<file path="src/rtl/addf_serial_seq.sv">
// -----------------------------------------------------------------------------
// addf_serial_seq
//
// Bit-serial add/subtract sequencer. One external full-adder cell is shared
// across a WIDTH-bit operation: one bit pair is streamed per clock, LSB first,
// and the carry is kept in a flip-flop between bits. Subtraction is done as
// A + ~B + 1, so the inverted B and the initial carry of 1 are loaded on
// accept.
//
// Handshake rules (both ports): a transfer happens on a rising CLK edge where
// VALID and READY are both high. IN_READY is high only in IDLE. OUT_VALID is
// high only in DONE. SUM/COUT/OVF stay stable there until OUT_READY is seen.
//
// Ports
//   CLK, RST            rising-edge clock; asynchronous active-high reset
//   IN_VALID/IN_READY   operation request handshake
//   OP_A, OP_B, SUB     operands and mode (1 = A - B); sampled only on accept
//   OUT_VALID/OUT_READY result handshake
//   SUM, COUT, OVF      result, final carry (no-borrow for subtract), and
//                       signed overflow; all forced to 0 unless OUT_VALID
//   FA_A, FA_B, FA_CI   drive the external full-adder cell (0 outside RUN)
//   FA_S, FA_CO         combinational outputs of that cell
//   DBG_STATE           current FSM state, for observation only
// -----------------------------------------------------------------------------
module addf_serial_seq #(
  parameter int WIDTH = 8
) (
  input  logic             CLK,
  input  logic             RST,
  input  logic             IN_VALID,
  output logic             IN_READY,
  input  logic [WIDTH-1:0] OP_A,
  input  logic [WIDTH-1:0] OP_B,
  input  logic             SUB,
  output logic             OUT_VALID,
  input  logic             OUT_READY,
  output logic [WIDTH-1:0] SUM,
  output logic             COUT,
  output logic             OVF,
  output logic             FA_A,
  output logic             FA_B,
  output logic             FA_CI,
  input  logic             FA_S,
  input  logic             FA_CO,
  output logic [1:0]       DBG_STATE
);

  localparam int CW = $clog2(WIDTH);
  localparam logic [CW-1:0] LAST_BIT = CW'(WIDTH - 1);

  typedef enum logic [1:0] {
    IDLE = 2'd0,
    RUN  = 2'd1,
    DONE = 2'd2
  } state_t;

  state_t           state_q;
  state_t           state_d;
  logic [WIDTH-1:0] a_sh;
  logic [WIDTH-1:0] b_sh;
  logic [WIDTH-1:0] sum_sh;
  logic [CW-1:0]    cnt;
  logic             carry;
  logic             c_msb;
  logic             accept;
  logic             last_bit;

  assign accept   = (state_q == IDLE) && IN_VALID;
  assign last_bit = (cnt == LAST_BIT);

  // State register.
  always_ff @(posedge CLK or posedge RST) begin
    if (RST) begin
      state_q <= IDLE;
    end else begin
      state_q <= state_d;
    end
  end

  // Next-state and outputs.
  always_comb begin
    state_d   = state_q;
    IN_READY  = 1'b0;
    OUT_VALID = 1'b0;
    FA_A      = 1'b0;
    FA_B      = 1'b0;
    FA_CI     = 1'b0;
    SUM       = '0;
    COUT      = 1'b0;
    OVF       = 1'b0;
    case (state_q)
      IDLE: begin
        IN_READY = 1'b1;
        if (IN_VALID) state_d = RUN;
      end
      RUN: begin
        FA_A  = a_sh[0];
        FA_B  = b_sh[0];
        FA_CI = carry;
        if (last_bit) state_d = DONE;
      end
      DONE: begin
        OUT_VALID = 1'b1;
        SUM       = sum_sh;
        COUT      = carry;
        // Carry into the MSB differs from carry out of it: signed overflow.
        OVF       = c_msb ^ carry;
        if (OUT_READY) state_d = IDLE;
      end
      default: state_d = IDLE;
    endcase
  end

  // Datapath: operand shifters, result shifter, carry and bit counter.
  always_ff @(posedge CLK or posedge RST) begin
    if (RST) begin
      a_sh   <= '0;
      b_sh   <= '0;
      sum_sh <= '0;
      cnt    <= '0;
      carry  <= 1'b0;
      c_msb  <= 1'b0;
    end else if (accept) begin
      a_sh   <= OP_A;
      b_sh   <= OP_B ^ {WIDTH{SUB}};
      carry  <= SUB;
      cnt    <= '0;
      sum_sh <= '0;
    end else if (state_q == RUN) begin
      // Result bits enter at the top so the LSB lands at bit 0 after WIDTH shifts.
      sum_sh <= {FA_S, sum_sh[WIDTH-1:1]};
      carry  <= FA_CO;
      a_sh   <= {1'b0, a_sh[WIDTH-1:1]};
      b_sh   <= {1'b0, b_sh[WIDTH-1:1]};
      cnt    <= cnt + 1'b1;
      if (last_bit) c_msb <= carry;
    end
  end

  assign DBG_STATE = state_q;

endmodule

</file>
<file path="config.mk">
export PLATFORM = sky130hd
export DESIGN_NAME = addf_serial_seq
export DESIGN_NICKNAME = d
export VERILOG_FILES = /design/src/rtl/addf_serial_seq.sv
export SDC_FILE = /design/constraint.sdc
export NUM_CORES = 1
export LEC_CHECK = 0
export CAP_MARGIN = 5
export CORE_MARGIN = 2
export CORE_UTILIZATION = 51
export CTS_CLUSTER_DIAMETER = 150
export DETAILED_ROUTE_END_ITERATION = 10
export HOLD_SLACK_MARGIN = 0.03
export PLACE_DENSITY_LB_ADDON = 0.1
export SYNTH_ARGS = -nofsm -noshare
export SYNTH_HDL_FRONTEND = slang
export SYNTH_SLANG_ARGS = --single-unit
</file>
<file path="constraint.sdc">
create_clock -name CLK -period 3.2 [get_ports CLK]
set_clock_uncertainty 0.2 [all_clocks]
set_input_delay 0.64 -clock CLK [delete_from_list [all_inputs] [get_ports CLK]]
set_output_delay 0.64 -clock CLK [all_outputs]
set_load 0.005 [all_outputs]
</file>
==> results_dict.tcl <==
set metrics [dict create \
    grt_start_max_net_pins 38 \
    grt_antenna_before_repair 0 \
    core_area_um2 2780 \
    tritoncts "built" \
    synth_enable_flop_cells 0 \
    dpl.hpwl_um 2080 \
    hold_class "flip-flop to flip-flop" \
    gr-usage-met2_pct 32.9 \
    grt_pass1_vias 1183 \
    ctsResizeCount 0 \
    cts-htree-levels 2 \
    global_route_overflow 0 \
    worstMarginPinSlew_ns 0.646 \
    routed_wire_length_per_instance_um 12.5 \
    globalRoute.busiestLayer "met2" \
    finalCriticalPeriod_ns 2.73 \
    synthCells 158 \
    die_width_um 58.4 \
    postSynthRegisterBits 31 \
    grtUsageTotal_pct 19.2 \
    postCtsSetupBuffers 0 \
    yosys_warnings 0 \
    detailedRoute.firstPassIterationCount 4 \
    achievable-frequency_ghz 0.366 \
    r2r.worst_path.cells 4 \
    clk-insertion-delay-late_ns 0.33 \
    placed_area_um2 1910 \
    io_buffer_count 39 \
    fp-row-count 19 \
    crit_fanout 10 \
    pnr_total_power_uw 1450 \
    via_per_inst 5.18 \
    static-leakage-power_uw 0.000900 \
    detail-route-antenna-nets 0 \
    ratio_of_final_minimum_period_to_clock_period_pct 85.3 \
    finalMaxSlewViolations 0 \
    timing_worst_setup_path_type "flip-flop to primary output" \
    synth_top_cells_by_count "sky130_fd_sc_hd__nand2_1, sky130_fd_sc_hd__dfrtp_1, sky130_fd_sc_hd__o21ai_0, sky130_fd_sc_hd__and2_1" \
    worst-endpoint-required_ns 2.36 \
    critical_path.startpoint_type "flip-flop" \
    yosys-top-cells-area "sky130_fd_sc_hd__dfrtp_1, sky130_fd_sc_hd__nand2_1, sky130_fd_sc_hd__o21ai_0" \
    nFillCells 247 \
    drc 0 \
    finish.net_count 225 \
    synth_top_area_share_pct 51.4 \
    first_pass_grt_wire_length_um 4910 \
    clkTransAtPathRegs_ns 0.09 \
    diodes 0 \
    post_route_cells_drive_above_1_share_pct 6.03 \
    globalRouteMet3Util_pct 6.81 \
    floorplan.die_area_um2 3410 \
    cts.sinks 31 \
    synth_cell_types 22 \
    finalSetupViolCount 0 \
    finalCoreUtilization_pct 70.3 \
    syn_to_final_growth_pct 29.6 \
    final_layout_setup_total_negative_slack_ns 0 \
    synthArstFlopShare_pct 100 \
    totalWireLength_um 2870 \
    via_count 1191 \
    cts_max_path_buffers 2 \
    p_per_area_nw_per_um2 743 \
    grt.met1_usage_pct 21.5 \
    timing.max_slew.rel_slack_pct 56.8 \
    timing.critical_path.to_type "primary output" \
    postSynthAreaPerCell_um2 9.55 \
    yosys.area.top_type "sky130_fd_sc_hd__dfrtp_1" \
    finish.instance_area_um2 1960 \
    synth_top_flop_cell "sky130_fd_sc_hd__dfrtp_1" \
    drt_first_iter_violations 31 \
    gp_congestion 0.709 \
    clockRootBuffer "sky130_fd_sc_hd__clkbuf_4" \
    cts-buffers-inserted 5 \
    report.final.hold_viol_count 0 \
    rsz_0062_raised_after_global_routing "no" \
    hold-path-cell-count 2 \
    floorplan.initialDensity_pct 54.3 \
    io_pins 40 \
    seq_area_frac_synth_pct 51.4 \
    cp_data_arrival_time_ns 1.89 \
    status "complete, no violations" \
    drv.max_cap_violation_count 0 \
    dieHeight_um 58.4 \
    mappedNetlistNets 183 \
    synthMostInstantiatedCell "sky130_fd_sc_hd__nand2_1" \
    synthesis.area_um2 1510 \
    cts-hold-fix-buffers 0 \
    peakVddDrop_v 0.000620 \
]
layout by cell type, fill, tap and decap left out, drive strengths merged:
master / synthesis / routed
nor2: 2 / 2
mux2i: 7 / 7
inv: 2 / 2
mux2: 1 / 1
nand2: 49 / 49
nor3b: 1 / 1
nor2b: 1 / 1
o21bai: 2 / 2
clkbuf: 1 / 6
a22oi: 8 / 8
nand2b: 2 / 2
buf: 7 / 4
ha: 2 / 2
clkdlybuf4s50: 0 / 39
xor2: 8 / 8
and2: 12 / 12
o21ai: 21 / 21
dfrtp: 31 / 31
xnor2: 1 / 1
sequential cells by signal (all words and copies together), names as in the netlist:
name,cells
b_sh,8
sum_sh,8
a_sh,8
cnt,3
c_msb,1
carry,1
DBG_STATE,2
cells by family (layout without fill, tap and decap cells):
family	Yosys count	in the layout	share of synthesized area [%]
xor gates and xnor gates	9	9	5.22
AOI/OAI and AO/OA	31	31	11.9
muxes	8	8	5.39
and+or+nand+nor	67	67	20.3
DFF	31	31	51.4
adders and majority gates	2	2	1.66
buffers and inverters	10	51	4.06
worst max-delay path: stages, from the launching register on:
cell	delay, ns
sky130_fd_sc_hd__dfrtp_1	0.46
sky130_fd_sc_hd__nand2b_1	0.21
sky130_fd_sc_hd__inv_1	0.22
sky130_fd_sc_hd__and2_1	0.17
sky130_fd_sc_hd__clkdlybuf4s50_1	0.50
area by class of cell:
| class | instances | area, um^2 | area share, % |
|---|---|---|---|
| Tap cell | 31 | 38.8 | 1.98 |
| Clock buffer | 6 | 41.3 | 2.11 |
| Multi-Input combinational cell | 117 | 672 | 34.4 |
| Timing Repair Buffer | 43 | 420 | 21.5 |
| Inverter | 2 | 7.51 | 0.384 |
| Sequential cell | 31 | 776 | 39.7 |
final timing paths:
path                            slack (ns)    startpoint      endpoint
worst max-delay path                  0.47  DBG_STATE[0]          COUT
worst min-delay path                  0.29       a_sh[2]       a_sh[2]
worst max register to register        1.53  DBG_STATE[0]         c_msb
worst min register to register        0.29       a_sh[2]       a_sh[2]
max in group asynchronous             2.03           RST     sum_sh[3]
min in group asynchronous             0.48           RST  DBG_STATE[0]
where the power goes:
group          leakage, uW  total [uW]  switching (uW)  internal (uW)
logic             0.000480         590             300            290
clock network    0.0000242         199             121           77.9
registers         0.000395         664             107            556
total             0.000900        1450             529            924
routing by layer:
metal	wire, um	share of wire (%)	vias to the layer above
li1	-	-	604
met1	1220	42	554
met2	1450	50	27
met3	156	5.4	6
met4	45	1.6	0
met5	0	0	-
metrics by stage:
step	setup WS, ns	instances	hold slack (ns)
after floorplan	1.30	158	0.238
after global placement	0.882	224	0.258
after detailed placement	0.838	224	0.271
after CTS	0.464	230	0.292
after global routing	0.344	230	0.321
final	0.469	230	0.288
(Power assumes the default switching activity.)
